<file path="config.mk">
export PLATFORM = sky130hd
export DESIGN_NAME = bus_ctrl
export DESIGN_NICKNAME = d
export VERILOG_FILES = /design/src/rtl/bus_ctrl.sv
export SDC_FILE = /design/constraint.sdc
export NUM_CORES = 1
export LEC_CHECK = 0
export CAP_MARGIN = 25
export CORE_MARGIN = 3
export CORE_UTILIZATION = 34
export CTS_BUF_LIST = sky130_fd_sc_hd__clkbuf_16
export DETAILED_ROUTE_END_ITERATION = 8
export PLACE_DENSITY = 0.75
export SKIP_CTS_REPAIR_TIMING = 1
export SLEW_MARGIN = 20
export SYNTH_ARGS = -nofsm -noshare
export SYNTH_HDL_FRONTEND = slang
export SYNTH_SLANG_ARGS = --single-unit
</file>
<file path="constraint.sdc">
create_clock -name sys_clk -period 2.05 [get_ports sys_clk]
set_input_delay 0.41 -clock sys_clk [delete_from_list [all_inputs] [get_ports sys_clk]]
set_output_delay 0.41 -clock sys_clk [all_outputs]
set_load 0.01 [all_outputs]
</file>
<file path="src/rtl/bus_ctrl.sv">
// CPU-side bus controller: decodes address regions, drives per-region strobes,
// and stalls the CPU for a fixed wait count or until a slave acknowledge or timeout.
module bus_ctrl #(
  parameter int                          ADDR_W   = 16,
  parameter int                          DATA_W   = 8,
  parameter int                          NUM_SLV  = 4,
  parameter int                          WAIT_W   = 4,
  parameter logic [NUM_SLV*ADDR_W-1:0]   REG_BASE = '0,
  parameter logic [NUM_SLV*ADDR_W-1:0]   REG_MASK = '0,
  parameter logic [NUM_SLV*WAIT_W-1:0]   REG_WAIT = '0,
  parameter logic [NUM_SLV-1:0]          REG_ACK  = '0,
  parameter int                          TMO      = 16,
  parameter logic [DATA_W-1:0]           DEF_DATA = DATA_W'(8'hFF)
) (
  input  logic                        sys_clk,
  input  logic                        sys_rst,
  input  logic [ADDR_W-1:0]           cpu_addr,
  input  logic [DATA_W-1:0]           cpu_wdata,
  input  logic                        cpu_rd,
  input  logic                        cpu_we,
  output logic [DATA_W-1:0]           cpu_rdata,
  output logic                        cpu_rdy,
  output logic [NUM_SLV-1:0]          slv_cs,
  output logic [ADDR_W-1:0]           slv_addr,
  output logic                        slv_rd,
  output logic                        slv_we,
  output logic [DATA_W-1:0]           slv_wdata,
  input  logic [NUM_SLV*DATA_W-1:0]   slv_rdata,
  input  logic [NUM_SLV-1:0]          slv_ack,
  output logic                        bus_err,
  input  logic                        err_clr
);

  localparam int IDX_W = (NUM_SLV > 1) ? $clog2(NUM_SLV) : 1;
  localparam int TMO_W = $clog2(TMO + 1);
  localparam int CNT_W = (WAIT_W > TMO_W) ? WAIT_W : TMO_W;

  typedef enum logic [1:0] {IDLE, ACCESS, DONE} state_t;

  state_t             state;
  logic [CNT_W-1:0]   cnt;
  logic [IDX_W-1:0]   sel;
  logic               hit;
  logic               ack_mode;
  logic               is_wr;

  logic               dec_hit;
  logic [IDX_W-1:0]   dec_idx;
  logic [NUM_SLV-1:0] dec_cs;
  logic [CNT_W-1:0]   dec_cnt;
  logic [ADDR_W-1:0]  dec_off;
  logic               ack_now;
  logic               timeout;
  logic               last;
  logic               err_set;

  // Scan from the top so the lowest matching region wins on overlap.
  always_comb begin
    dec_hit = 1'b0;
    dec_idx = '0;
    for (int i = NUM_SLV - 1; i >= 0; i--) begin
      if ((cpu_addr & REG_MASK[i*ADDR_W +: ADDR_W]) == REG_BASE[i*ADDR_W +: ADDR_W]) begin
        dec_hit = 1'b1;
        dec_idx = IDX_W'(i);
      end
    end
    dec_cs  = dec_hit ? (NUM_SLV'(1) << dec_idx) : '0;
    dec_off = dec_hit ? (cpu_addr & ~REG_MASK[dec_idx*ADDR_W +: ADDR_W]) : '0;
    if (!dec_hit)
      dec_cnt = '0;
    else if (REG_ACK[dec_idx])
      dec_cnt = CNT_W'(TMO - 1);
    else
      dec_cnt = CNT_W'(REG_WAIT[dec_idx*WAIT_W +: WAIT_W]);
  end

  always_comb begin
    ack_now = slv_ack[sel];
    timeout = (state == ACCESS) && hit && ack_mode && !ack_now && (cnt == '0);
    last    = (state == ACCESS) && (!hit || (ack_mode ? (ack_now || cnt == '0) : (cnt == '0)));
    err_set = last && (!hit || timeout);
  end

  always_ff @(posedge sys_clk) begin
    if (sys_rst) begin
      state     <= IDLE;
      cnt       <= '0;
      sel       <= '0;
      hit       <= 1'b0;
      ack_mode  <= 1'b0;
      is_wr     <= 1'b0;
      cpu_rdata <= '0;
      cpu_rdy   <= 1'b1;
      slv_cs    <= '0;
      slv_addr  <= '0;
      slv_rd    <= 1'b0;
      slv_we    <= 1'b0;
      slv_wdata <= '0;
      bus_err   <= 1'b0;
    end else begin
      // A new error outranks a clear issued on the same edge.
      bus_err <= err_set | (bus_err & ~err_clr);
      case (state)
        IDLE: begin
          if (cpu_rd || cpu_we) begin
            state     <= ACCESS;
            cpu_rdy   <= 1'b0;
            is_wr     <= cpu_we;
            hit       <= dec_hit;
            sel       <= dec_idx;
            ack_mode  <= dec_hit & REG_ACK[dec_idx];
            cnt       <= dec_cnt;
            slv_cs    <= dec_cs;
            slv_rd    <= dec_hit & ~cpu_we;
            slv_we    <= dec_hit & cpu_we;
            slv_addr  <= dec_off;
            slv_wdata <= cpu_wdata;
          end
        end
        ACCESS: begin
          if (last) begin
            state   <= DONE;
            cpu_rdy <= 1'b1;
            slv_cs  <= '0;
            slv_rd  <= 1'b0;
            slv_we  <= 1'b0;
            cnt     <= '0;
            if (!is_wr)
              cpu_rdata <= (hit && !timeout) ? slv_rdata[sel*DATA_W +: DATA_W] : DEF_DATA;
          end else begin
            cnt <= cnt - 1'b1;
          end
        end
        DONE: begin
          state <= IDLE;
        end
        default: begin
          state <= IDLE;
        end
      endcase
    end
  end

endmodule

</file>
==> results of run 1 <==
==> power by group <==
group	switching, mW	internal [mW]
Combinational	0.203	0.244
Clock	0.310	0.436
Sequential	0.0377	0.964
Total	0.552	1.64
==> layer usage <==
layer,global-route usage [%],part of all wire (%),routed length [um],vias up
li1,-,-,-,893
met1,19.88,43,2146,841
met2,26.66,48,2422,50
met3,6.839,8.4,424,3
met4,3.547,0.72,36,0
met5,0,0,0,-
==> worst max-delay path by stage <==
stage,cells after the start,end
3_5_place_dp,5,cpu_rdata[5]
4_1_cts,5,cpu_rdata[5]
2_1_floorplan,7,cpu_rdata[0]
5_1_grt,5,cpu_rdata[5]
3_3_place_gp,5,cpu_rdata[7]
6_report,5,cpu_rdata[5]
==> cell type report <==
| class | count | area, um2 |
|---|---|---|
| Tap cell | 70 | 87.58 |
| Clock inverter | 2 | 7.507 |
| Sequential cell | 46 | 920.9 |
| Timing Repair Buffer | 83 | 805.8 |
| Fill cell | 483 | 2410 |
| Clock buffer | 5 | 125.1 |
| Inverter | 7 | 26.28 |
| Multi-Input combinational cell | 137 | 822.0 |
==> sequential cells by signal (all words and copies together) (netlist names) <==
register,flops
cnt,5
bus_err,1
slv_cs,1
is_wr,1
slv_addr,16
slv_wdata,8
slv_rd,1
cpu_rdata,8
state,2
slv_we,1
hit,1
cpu_rdy,1
==> kinds of logic (layout without fill, tap and decap cells) <==
family,Yosys count,after routing,synth area share (%)
other,1,3,0.1999
and+or+nand+nor,50,50,14.81
adders and majority gates,1,1,0.6670
DFF,46,46,49.10
AOI/OAI and AO/OA,83,83,27.35
buffers and inverters,32,97,7.872
==> stage by stage <==
step | hold slack [ns] | power (mW) | instance area [um2]
final | 0.4386 | 2.195 | 2795
after global routing | 0.4780 | 2.298 | 2795
after CTS | 0.4349 | 2.217 | 2793
after detailed placement | 0.4263 | 1.470 | 2660
after global placement | 0.4254 | 1.463 | 2660
after floorplan | 0.4123 | 1.226 | 1883
==> cell usage in the layout (no fill, tap or decap), types with 2 or more instances in the layout <==
master and instances:
buf_4 10, clkbuf_16 5, nor2_2 2, and2_1 2, or2_2 2, nand2b_1 2
o22ai_1 2, nand3_1 26, clkdlybuf4s50_1 73, dfxtp_1 46, inv_1 9, o21ai_0 28
o211ai_1 4, nand2_1 4, a21oi_1 34, conb_1 3, nor2b_1 2, nor2_1 2
o221a_1 8
==> critical path, cell delays in order, from the launching register on <==
cell     delay [ns]
dfxtp_1        0.34
inv_1          0.08
ha_1           0.18
or4b_4         0.51
or3b_4         0.46
o221a_1        0.25
==> results.toml, run 1 <==
[run_status]
status = "complete, no violations"

[floorplanning]
start_util_pct = 36.03
fp-row-count = 26
dieArea_um2 = 6443
core_um2 = 5205
die_w_um = 80.27
io_pins = 105
dieHeight_um = 80.27

[synthesis]
yosys_warnings = 0
ys_seq_elements = 46
netlist_area_um2 = 1876
yosys.area.top_type = "dfxtp_1"
synthFlopType = "dfxtp_1"
synth_edf_count = 0
synthTopCellsByArea = "dfxtp_1 (49%), a21oi_1 (9.1%), o21ai_0 (7.5%)"
async_flop_share_pct = 0
synth_common_cells = "dfxtp_1 (46), a21oi_1 (34), o21ai_0 (28), nand3_1 (26), clkbuf_1 (17)"
avgSynthCellArea_um2 = 8.805
synth-seq-area-share_pct = 49.10
yosysTopAreaCellShare_pct = 49.10
ys_types = 36
syn_inst = 213
synth_most_common_cell = "dfxtp_1"

[timing]
tightest_slew_ns = 0.5053
fin_crit_ns = 1.938
slew_headroom_pct = 66.31
report.final.slew_viol_count = 0
timing.final.crit_share_pct = 94.52
max_freq_mhz = 516.1
hold_violations = 0
fin_setup_tns_ns = 0
setup_ws_ns = 0.1122
fin_worst_skew_ns = 0.002211
rsz0062_at_grt = "no"
setup_viol = 0

[critical_path]
arrival_ns = 2.10
cp.required_ns = 2.22
cp-start-kind = "register"
r2r_start = "cnt[0]"
r2r_setup_slack_ns = 0.11
r2r_end = "cpu_rdata[5]"
crit_type = "register to register"
startpoint = "cnt[0]"
r2r_cells = 5
end_kind = "register"
crit_path_max_fanout = 8

[route]
drtPass1Iterations = 4
routed-via-count = 1787
routed_via_density = 5.106
drc = 0
finalWirelength_um = 5030
avgRoutedWirePerCell_um = 14.37
dr.first_iter.drc_count = 83
ant_nets = 0

[cells_and_area]
nets = 346
drive_above_1_share_pct = 7.857
finalCoreUtilization_pct = 53.70
n_antenna_cell = 0
final_cell_count_no_fill = 350
area_delta_synth_final_pct = 49.03

[placed_design]
hpwlAfterDp_um = 3403
port_buffers = 73
post-place-ws_ns = 0.05661
gp_congestion = 0.7010
dp.cells = 343

[clock_tree]
clock_path_buffers = 2
clk_pin_slew_worst_paths_ns = 0.06
clkSinkCount = 46
cts_tree = "done"
cts_max_level = 2
clock_latency_ns = 0.28
clockRootBuffer = "clkbuf_16"
numCtsBuffers = 5

[global_route]
grt_pass1_vias = 1751
grt_pass1_wl_um = 8328
grt-ovfl-total = 0
grt_max_degree = 31
grt_antenna_before_repair = 0
grt_usage_pct = 16.28

[worst_hold_path]
holdCritStartpoint = "cnt[4]"
hold_end = "cnt[4]"
hold_class = "register to register"
whs_path_depth = 2

[power_and_ir_drop]
peakVddDrop_mv = 0.4887
p_per_area_nw_per_um2 = 785.3
power.leakage_nw = 1.016

[flow_run]
max_cap_viol_count = 0
No activity file was read; power rests on OpenSTA's default activity.
==> run 2: changes to the inputs <==
--- a/config.mk
+++ b/config.mk
@@ -11,6 +11,7 @@
 export CTS_BUF_LIST = sky130_fd_sc_hd__clkbuf_16
 export DETAILED_ROUTE_END_ITERATION = 8
 export PLACE_DENSITY = 0.75
+export SETUP_SLACK_MARGIN = 0.1
 export SKIP_CTS_REPAIR_TIMING = 1
 export SLEW_MARGIN = 20
 export SYNTH_ARGS = -nofsm -noshare
==> results.toml, run 2 (synthesis results as in run 1) <==
[cells_and_area]
drive_above_1_share_pct = 10.95
final_common_cell = "clkdlybuf4s50_1"
area_delta_synth_final_pct = 53.10
nets = 349
n_antenna_cell = 0
largest_register = "slv_addr"
postLayoutCellArea_um2 = 2872
finalCoreUtilization_pct = 55.17
largest_register_ffs = 16
biggestRegsByFlops = "slv_addr (16), cpu_rdata (8), slv_wdata (8)"
layout_common_cells = "clkdlybuf4s50_1 (73), dfxtp_1 (44), a21oi_1 (34), o21ai_0 (28), nand3_1 (26)"

[route]
finalWirelength_um = 4983
routed-via-count = 1802
drtPass1Iterations = 4
routed_via_density = 5.105
ant_nets = 0
avgRoutedWirePerCell_um = 14.12
drc = 0
dr.first_iter.drc_count = 125

[floorplanning]
die_w_um = 80.27
fp-row-count = 26
core_um2 = 5205
start_util_pct = 36.03
dieHeight_um = 80.27
io_pins = 105
dieArea_um2 = 6443

[critical_path]
startpoint = "cnt[0]"
end_kind = "register"
cp.required_ns = 2.22
r2r_end = "cpu_rdata[5]"
r2r_start = "cnt[0]"
r2r_cells = 5
cp-endpoint = "cpu_rdata[5]"
r2r_setup_slack_ns = 0.24
crit_path_max_fanout = 8
arrival_ns = 1.98
crit_type = "register to register"
cp-start-kind = "register"

[timing]
tightest_slew_ns = 0.5204
slew_headroom_pct = 65.31
timing.final.crit_share_pct = 88.46
hold_violations = 0
fin_setup_tns_ns = 0
fin_crit_ns = 1.813
report.final.slew_viol_count = 0
rsz0062_at_grt = "no"
whs_ns = 0.4350
max_freq_mhz = 551.4
fin_worst_skew_ns = 0.003386
setup_viol = 0

[worst_hold_path]
holdCritStartpoint = "cnt[4]"
hold_class = "register to register"

[global_route]
grt_max_degree = 31
grt-ovfl-total = 0
grt_antenna_before_repair = 0
grt_pass1_wl_um = 8135
grt_usage_pct = 16.09
grt_pass1_vias = 1683

[clock_tree]
numCtsBuffers = 5
clock_latency_ns = 0.28
cts_max_level = 2
cts_tree = "done"
clkSinkCount = 46
clk_pin_slew_worst_paths_ns = 0.06
clockRootBuffer = "clkbuf_16"
clock_path_buffers = 2

[run_status]
status = "complete, no violations"

[power_and_ir_drop]
p_per_area_nw_per_um2 = 815.3
power.total_mw = 2.341
power.leakage_nw = 1.043
peakVddDrop_mv = 0.4740

[flow_run]
max_cap_viol_count = 0

[placed_design]
hpwlAfterDp_um = 3369
gp_congestion = 0.7111
placed_area_um2 = 2703
port_buffers = 73
## run 2: cell count changes in the layout (fill, tap and decap cells not counted), moves of 2 or more
cell / previous run / this run
buf_4: 10 / 12
inv_1: 9 / 5
dfxtp_1: 46 / 44
dfxtp_2: 0 / 2
inv_2: 0 / 2
## run 2: per-layer routing
layer / track usage [%] / vias up / part of all wire [%]
met3: 6.054 / 6 / 7.2
met2: 25.91 / 51 / 46
met5: 0 / - / 0
met4: 4.561 / 0 / 1.2
met1: 20.00 / 841 / 45
li1: - / 904 / -
## run 2: how the worst min path moves through the flow
stage                         to  slack (ns)  cells past startpoint
after floorplan           cnt[4]        0.41                      2
after global placement    cnt[4]        0.42                      2
after detailed placement  cnt[4]        0.43                      2
after CTS                 cnt[4]        0.44                      2
after global routing      cnt[4]        0.47                      2
final                     cnt[4]        0.44                      2
## run 2: stage by stage
stage	cells	worst slack (ns)
6_report	353	0.2366
5_1_grt	353	0.1618
4_1_cts	352	0.1421
3_5_place_dp	345	0.1602
3_3_place_gp	345	0.1670
2_1_floorplan	215	0.1219
## run 2: area by class of cell
class | instances | area, um2
Clock buffer | 5 | 125.1
Clock inverter | 2 | 33.78
Fill cell | 489 | 2333
Inverter | 7 | 26.28
Multi-Input combinational cell | 137 | 834.6
Sequential cell | 46 | 923.4
Tap cell | 70 | 87.58
Timing Repair Buffer | 86 | 840.8
## run 2: worst max-delay path, stage by stage, from the launching register on
cell and delay [ns]:
dfxtp_2 0.34, inv_2 0.07, ha_4 0.13, or4b_4 0.46, or3b_4 0.46, o221a_1 0.25
## run 2: power by group
part           switching, mW  internal (mW)  leakage (nW)
clock network          0.319          0.564        0.0773
registers             0.0381          0.964         0.380
logic                  0.205          0.251         0.586
total                  0.563           1.78          1.04
